File: config.mk
export PLATFORM = sky130hd
export DESIGN_NAME = mem_port_arbiter
export DESIGN_NICKNAME = d
export VERILOG_FILES = /design/src/rtl/mem_port_arbiter.sv
export SDC_FILE = /design/constraint.sdc
export NUM_CORES = 1
export LEC_CHECK = 0
export ABC_AREA = 1
export BUFFER_PORTS_ARGS = -buffer_cell sky130_fd_sc_hd__buf_2
export CORE_MARGIN = 2
export CORE_UTILIZATION = 49
export CTS_BUF_LIST = sky130_fd_sc_hd__clkbuf_16
export DETAILED_ROUTE_END_ITERATION = 8
export PLACE_DENSITY = 0.78
export SLEW_MARGIN = 20
export SYNTH_ARGS = -nofsm -noshare
export SYNTH_HDL_FRONTEND = slang
export SYNTH_SLANG_ARGS = --single-unit
export TNS_END_PERCENT = 5
File: constraint.sdc
create_clock -name clk -period 2.8 [get_ports clk]
set_input_delay 0.84 -clock clk [delete_from_list [all_inputs] [get_ports clk]]
set_output_delay 0.84 -clock clk [all_outputs]
set_load 0.01 [all_outputs]
File: src/rtl/mem_port_arbiter.sv
// -----------------------------------------------------------------------------
// mem_port_arbiter
//
// Shares one memory port between an instruction-fetch requester (read only)
// and a load/store requester. Load/store normally wins. A saturating starvation
// counter hands the port to fetch after STARVE_MAX back-to-back load/store
// grants taken while fetch was waiting.
//
// One access is in flight at a time:
//   grant (T) -> mem_req with latched fields (T+1 ..) -> owner rvalid the cycle
//   after mem_ready. No new grant while either rvalid is high, so grants are at
//   least 3 cycles apart.
//
// Ports
//   clk, reset                 clock, asynchronous active-low reset
//   if_req/if_addr             fetch request
//   if_gnt/if_rvalid/if_rdata  fetch grant, completion pulse, read data
//   ls_req/ls_we/ls_be/
//   ls_addr/ls_wdata           load/store request
//   ls_gnt/ls_rvalid/ls_rdata  load/store grant, completion pulse, load data
//                              (stores complete with ls_rdata = 0)
//   mem_req/mem_we/mem_be/
//   mem_addr/mem_wdata         shared memory port, driven only while busy
//   mem_rdata/mem_ready        memory read data and access-complete strobe
//   stall_if/stall_mem         stall requests for the IF and MEM stages
// -----------------------------------------------------------------------------
module mem_port_arbiter #(
    parameter int unsigned STARVE_MAX = 4
) (
    input  logic        clk,
    input  logic        reset,

    input  logic        if_req,
    input  logic [31:0] if_addr,
    output logic        if_gnt,
    output logic        if_rvalid,
    output logic [31:0] if_rdata,

    input  logic        ls_req,
    input  logic        ls_we,
    input  logic [3:0]  ls_be,
    input  logic [31:0] ls_addr,
    input  logic [31:0] ls_wdata,
    output logic        ls_gnt,
    output logic        ls_rvalid,
    output logic [31:0] ls_rdata,

    output logic        mem_req,
    output logic        mem_we,
    output logic [3:0]  mem_be,
    output logic [31:0] mem_addr,
    output logic [31:0] mem_wdata,
    input  logic [31:0] mem_rdata,
    input  logic        mem_ready,

    output logic        stall_if,
    output logic        stall_mem
);

    localparam logic [1:0] IDLE    = 2'd0;
    localparam logic [1:0] BUSY_IF = 2'd1;
    localparam logic [1:0] BUSY_LS = 2'd2;

    localparam int unsigned CntW = (STARVE_MAX < 1) ? 1 : $clog2(STARVE_MAX + 1);
    localparam logic [CntW-1:0] StarveMax = CntW'(STARVE_MAX);

    logic [1:0]      state_q, state_d;
    logic [CntW-1:0] starve_cnt_q, starve_cnt_d;
    logic [31:0]     addr_q, addr_d;
    logic            we_q, we_d;
    logic [3:0]      be_q, be_d;
    logic [31:0]     wdata_q, wdata_d;
    logic            if_rvalid_q, if_rvalid_d;
    logic            ls_rvalid_q, ls_rvalid_d;
    logic [31:0]     if_rdata_q, if_rdata_d;
    logic [31:0]     ls_rdata_q, ls_rdata_d;

    logic grant_ok;
    logic fetch_wins;
    logic if_gnt_w;
    logic ls_gnt_w;
    logic busy;

    // Grants are combinational; reset gates them so every output is 0 while
    // reset is held, even with requests present.
    always_comb begin
        grant_ok   = reset && (state_q == IDLE) && !if_rvalid_q && !ls_rvalid_q;
        fetch_wins = !ls_req || (starve_cnt_q == StarveMax);
        if_gnt_w   = grant_ok && if_req && fetch_wins;
        ls_gnt_w   = grant_ok && ls_req && !if_gnt_w;
    end

    always_comb begin
        state_d      = state_q;
        starve_cnt_d = starve_cnt_q;
        addr_d       = addr_q;
        we_d         = we_q;
        be_d         = be_q;
        wdata_d      = wdata_q;
        if_rdata_d   = if_rdata_q;
        ls_rdata_d   = ls_rdata_q;
        if_rvalid_d  = 1'b0;
        ls_rvalid_d  = 1'b0;

        case (state_q)
            IDLE: begin
                // mem_ready is ignored here.
                if (if_gnt_w) begin
                    state_d = BUSY_IF;
                    addr_d  = if_addr;
                    we_d    = 1'b0;
                    be_d    = 4'hF;
                    wdata_d = 32'h0;
                end else if (ls_gnt_w) begin
                    state_d = BUSY_LS;
                    addr_d  = ls_addr;
                    we_d    = ls_we;
                    be_d    = ls_be;
                    wdata_d = ls_wdata;
                end
            end
            BUSY_IF: begin
                if (mem_ready) begin
                    state_d     = IDLE;
                    if_rdata_d  = mem_rdata;
                    if_rvalid_d = 1'b1;
                end
            end
            BUSY_LS: begin
                if (mem_ready) begin
                    state_d     = IDLE;
                    // A store completes as a pure acknowledge with zero data.
                    ls_rdata_d  = we_q ? 32'h0 : mem_rdata;
                    ls_rvalid_d = 1'b1;
                end
            end
            default: state_d = IDLE;
        endcase

        // Counts load/store grants taken while fetch waits; saturates.
        if (!if_req || if_gnt_w) begin
            starve_cnt_d = '0;
        end else if (ls_gnt_w && (starve_cnt_q != StarveMax)) begin
            starve_cnt_d = starve_cnt_q + 1'b1;
        end
    end

    always_ff @(posedge clk or negedge reset) begin
        if (!reset) begin
            state_q      <= IDLE;
            starve_cnt_q <= '0;
            addr_q       <= 32'h0;
            we_q         <= 1'b0;
            be_q         <= 4'h0;
            wdata_q      <= 32'h0;
            if_rvalid_q  <= 1'b0;
            ls_rvalid_q  <= 1'b0;
            if_rdata_q   <= 32'h0;
            ls_rdata_q   <= 32'h0;
        end else begin
            state_q      <= state_d;
            starve_cnt_q <= starve_cnt_d;
            addr_q       <= addr_d;
            we_q         <= we_d;
            be_q         <= be_d;
            wdata_q      <= wdata_d;
            if_rvalid_q  <= if_rvalid_d;
            ls_rvalid_q  <= ls_rvalid_d;
            if_rdata_q   <= if_rdata_d;
            ls_rdata_q   <= ls_rdata_d;
        end
    end

    always_comb begin
        busy      = (state_q == BUSY_IF) || (state_q == BUSY_LS);
        if_gnt    = if_gnt_w;
        ls_gnt    = ls_gnt_w;
        if_rvalid = if_rvalid_q;
        ls_rvalid = ls_rvalid_q;
        if_rdata  = if_rdata_q;
        ls_rdata  = ls_rdata_q;
        mem_req   = busy;
        mem_we    = busy & we_q;
        mem_be    = busy ? be_q : 4'h0;
        mem_addr  = busy ? addr_q : 32'h0;
        mem_wdata = busy ? wdata_q : 32'h0;
        stall_if  = reset & if_req & ~if_rvalid_q;
        stall_mem = reset & ls_req & ~ls_rvalid_q;
    end

endmodule

==> qor.yml, run 1 <==
status: "completed"
period_minus_slack_ps: 2710
drc: 0
hold_class: "register to register"
setup.worst_path.class: "register to primary output"
htree_levels: 4
area_growth_pct: 31.1
gr-usage-all-layers: 0.254
setup_viol_count_final: 0
p_switching_mw: 3.84
dieArea_um2: 14800
ys_ff_latch: 140
grt_pass1_wl_um: 29400
nets: 1316
internal-power_mw: 5.86
vias: 6576
start_util: 0.506
clkTransAtPathRegs_ps: 60
grt_max_degree: 82
maxCapViolCount: 0
multi_input_area_um2: 2490
die_height_um: 122
p_seq_frac: 0.359
fin_crit_sh: 0.970
cts.sinks: 140
place_inst: 1330
grt_pass1_vias: 6141
cp.arrival_ps: 1870
end_kind: "primary output"
power_frac_clock: 0.227
worstMarginPinSlew_ps: 731
avgSynthCellArea_um2: 7.44
cts_tree: "built"
firstDrtPassIters: 4
max-vdd-ir-drop_uv: 646
drv_slew: 0
fp-row-count: 42
holdWs_ps: 472
power_leakage_nw: 5.73
synthDistinctLibCells: 21
place_area_um2: 8310
swShare: 0.396
dp_hpwl_um: 12800
clock-skew-final_ps: 7.14
vias_per_cell: 4.83
synth-seq-area-share: 0.517
synthesis.nets: 1055
relSlewSlack: 0.513
wire_per_inst_um: 13.5
clock_latency_ps: 410
fp.coreArea_um2: 13400
cts_buffers: 17
startpoint_type: "register"
yosys_warnings: 0
gp_congestion: 0.816
numPortBuffers: 277
drt_iter0_markers: 445
rsz0062_at_grt: "yes"
crit_required_ps: 1960
r2r_setup_slack_ps: 810
drt_wl_total_um: 18400
p_comb_frac: 0.414
antenna_found_initial: 1
cts_hold_buffers: 0
io_pins: 278
grt-ovfl-total: 0
dieWidth_um: 122
crit_fanout: 37
antenna_cells: 0
final_cell_count_no_fill: 1361
fillCellCount: 1218
cts-root-buf: "clkbuf_16"
netlist_instances: 912
antenna_left: 0
fin_area_um2: 8890
timing_hold_violations_final: 0
cts_buffer_depth: 2
power_density_nw_per_um2: 1090
synth_area_um2: 6780
seq_area_um2: 3500
fmax_mhz: 368
drive_gt1_frac: 0.291
fin_util: 0.663
post_cts_buffers: 0
-- through the flow --
step	total power, mW	worst slack (ps)	TNS (ps)
after global placement	7.43	363	0
final	9.70	85.4	0
after CTS	9.79	58.4	0
after detailed placement	7.54	343	0
after global routing	10.5	-62.8	-1190
after floorplan	5.87	354	0
-- repair_timing --
action,4_1_cts,5_1_grt
hold endpoints to repair,0,0
endpoints found under the setup margin,0,52
resized for setup,0,0
-- synth_stat cells --
master,n,area (um^2)
a21oi_1,23,115
a21oi_2,9,78.8
buf_1,10,37.5
buf_2,10,50.1
buf_4,4,30.0
buf_6,2,22.5
clkbuf_1,27,101
dfrtp_1,140,3500
ha_1,5,62.6
inv_1,145,544
inv_2,3,11.3
nand2_1,375,1410
nand2_2,3,18.8
nand3_1,39,195
nand3_2,1,10.0
nand3_4,1,17.5
nand4_1,33,206
nor2_1,46,173
nor2_4,2,22.5
o21ai_0,33,165
xor2_1,1,8.76
-- power groups by stage --
stage          registers [mW]  clock network [mW]  logic, mW
4_1_cts                  3.48                2.24       4.07
2_1_floorplan            3.62                   0       2.26
3_3_place_gp             3.47                   0       3.96
5_1_grt                  3.59                2.34       4.53
6_report                 3.48                2.20       4.02
3_5_place_dp             3.47                   0       4.07
-- cell families after synthesis --
family / count (synthesis) / share of synthesized area
DFF: 140 / 0.517
and+or+nand+nor: 500 / 0.302
AOI/OAI and AO/OA: 65 / 0.0530
xor gates and xnor gates: 1 / 0.00129
buffers and inverters: 201 / 0.118
adders and majority gates: 5 / 0.00923
-- layout make-up --
cell class / instances / share of cell area
Multi-Input combinational cell: 571 / 0.280
Inverter: 148 / 0.0625
Clock buffer: 17 / 0.0479
Sequential cell: 140 / 0.394
Clock inverter: 14 / 0.0173
Timing Repair Buffer: 295 / 0.174
Tap cell: 176 / 0.0248
-- registers in the layout, indices dropped and copies added, names as in the netlist --
| signal | flops |
|---|---|
| state_q | 2 |
| starve_cnt_q | 3 |
| if_rvalid | 1 |
| ls_rdata | 32 |
| if_rdata | 32 |
| addr_q | 32 |
| wdata_q | 32 |
| ls_rvalid | 1 |
| we_q | 1 |
| be_q | 4 |
-- metal layers --
layer,track usage,share of wire,up-vias
li1,-,-,3259
met1,0.327,0.41,3009
met2,0.419,0.49,282
met3,0.0693,0.084,26
met4,0.0826,0.015,0
met5,0,0,-
-- path summary, 6_finish.rpt --
path                               from               to  depth (start not counted)
hold reg to reg            if_rdata[24]     if_rdata[24]                          2
max in group asynchronous         reset      wdata_q[29]                          2
setup / recovery             state_q[0]    mem_wdata[11]                          6
setup reg to reg             state_q[0]       addr_q[15]                         10
min in group asynchronous         reset  starve_cnt_q[2]                          2
hold / removal             if_rdata[24]     if_rdata[24]                          2
-- cell usage in the layout, fill, tap and decap left out --
cell type / count
nand2_1: 374
buf_2: 276
inv_1: 145
dfrtp_1: 140
nor2_1: 46
nand3_1: 39
o21ai_0: 33
nand4_1: 33
a21oi_1: 23
clkbuf_16: 17
buf_4: 16
a21oi_2: 9
clkinv_2: 5
nand2_2: 4
ha_1: 4
inv_2: 3
clkinvlp_4: 3
bufinv_16: 3
nor2_4: 2
clkinv_1: 2
buf_6: 2
nand3_2: 1
nand3_4: 1
xor2_1: 1
ha_2: 1
clkinv_4: 1
buf_12: 1
-- critical path, cell delays in order, from the launching register on --
cell and delay (ps):
dfrtp_1 370, inv_1 70, ha_2 330, buf_4 340, nand2_1 140, inv_1 70, buf_2 120
No activity file was read; power rests on OpenSTA's default activity.
==> run 2: changes to the inputs <==
Settings changed: CORE_MARGIN 2 to 1.5.
==> run 2 against run 1 <==
Net effect:
- flip-flop and latch count unchanged
- global-route usage up 0.59 points
- register-to-register slack about the same
- combinational power about the same
- clock skew about the same
- core utilization up 0.14 points
- design area up 0.21%
- sequential power about the same
- first-iteration DRC count down 4.0%
- worst hold slack better by 1.8 ps
==> qor.yml, run 2 (same netlist as run 1, synthesis figures left out) <==
wire_per_inst_um: 13.6
crit_fanout: 26
drv_slew: 0
r2r_setup_slack_ps: 800
power_leakage_nw: 5.74
p_switching_mw: 3.86
vias: 6529
fin_crit_sh: 0.955
relSlewSlack: 0.538
rsz0062_at_grt: "no"
mostFrequentLayoutCells: "nand2_1, buf_2, inv_1"
cts_tree: "built"
timing_hold_violations_final: 0
cts.sinks: 140
p_comb_frac: 0.418
period_minus_slack_ps: 2670
place_inst: 1330
antenna_found_initial: 2
drt_iter0_markers: 427
fp-row-count: 42
fp.coreArea_um2: 13400
hold_class: "register to register"
setup.worst_path.class: "register to primary output"
cts_buffer_depth: 2
cts_buffers: 17
hp-start: "if_rdata[4]"
startpoint_type: "register"
cts-root-buf: "clkbuf_16"
dp_hpwl_um: 13100
firstDrtPassIters: 5
cp-startpoint: "state_q[0]"
drc: 0
setup_viol_count_final: 0
gp_congestion: 0.814
power_density_nw_per_um2: 1090
antenna_left: 0
worstMarginPinSlew_ps: 693
grt-ovfl-total: 0
cp.arrival_ps: 1830
post_cts_buffers: 0
dieWidth_um: 121
clkTransAtPathRegs_ps: 60
cts_hold_buffers: 0
status: "completed"
dieArea_um2: 14600
crit_required_ps: 1960
numPortBuffers: 277
swShare: 0.399
final_common_cell: "nand2_1"
final_cell_count_no_fill: 1363
clock-skew-final_ps: 7.33
die_height_um: 121
drive_gt1_frac: 0.293
clock_latency_ps: 420
fmax_mhz: 374
grt_pass1_vias: 6170
nets: 1316
power_frac_clock: 0.223
htree_levels: 4
area_growth_pct: 31.3
reg2reg_from: "state_q[0]"
internal-power_mw: 5.82
gr-usage-all-layers: 0.260
maxCapViolCount: 0
vias_per_cell: 4.79
tns_ps: 0
max-vdd-ir-drop_uv: 575
start_util: 0.506
p_seq_frac: 0.359
end_kind: "primary output"
cts.repair.resized: 0
grt_pass1_wl_um: 29700
grt_max_degree: 70
io_pins: 278
drt_wl_total_um: 18500
-- run 2: metrics by stage --
step | utilization | cell area [um^2] | power, mW | setup slack, ps | hold WS [ps]
after global routing | 0.665 | 8910 | 10.4 | 6.13 | 501
after floorplan | - | 6780 | 5.87 | 354 | 467
final | 0.665 | 8910 | 9.68 | 126 | 473
after CTS | 0.665 | 8900 | 9.77 | 104 | 477
after detailed placement | 0.622 | 8330 | 7.55 | 303 | 460
after global placement | 0.622 | 8330 | 7.46 | 313 | 459
-- run 2: worst paths after layout --
check / cells after the start / to
max in group asynchronous: 3 / wdata_q[19]
hold / removal: 2 / if_rdata[4]
setup / recovery: 6 / mem_wdata[29]
min in group asynchronous: 2 / if_rvalid
setup reg to reg: 10 / addr_q[13]
hold reg to reg: 2 / if_rdata[4]
-- run 2: cell type report --
cell class | instances | area, um^2
antenna | 1 | 2.50
clock inverter | 15 | 149
clock buffer | 17 | 425
inverter | 148 | 556
sequential | 140 | 3500
fill | 1215 | 4490
multi-input combinational | 571 | 2490
tap | 176 | 220
timing repair buffer | 295 | 1570
-- run 2: power by group through the flow --
stage                     clock, mW  sequential, mW  combinational (mW)
after floorplan                   0            3.62                2.26
after global placement            0            3.46                4.00
after detailed placement          0            3.47                4.09
after CTS                      2.20            3.47                4.09
after global routing           2.30            3.58                4.57
final                          2.16            3.48                4.04
-- run 2: routing by layer --
metal  global-route usage  up-vias  routed length (um)
met5                    0        -                  12
met4                0.110        2                 477
met3               0.0750       35                1360
met2                0.427      263                8880
met1                0.321     2967                7750
li1                     -     3262                   -
-- run 2: worst max-delay path: stages (launching register included) --
cell	delay, ps
dfrtp_1	380
inv_1	80
ha_2	350
buf_4	290
nand2_1	100
inv_1	80
buf_2	130
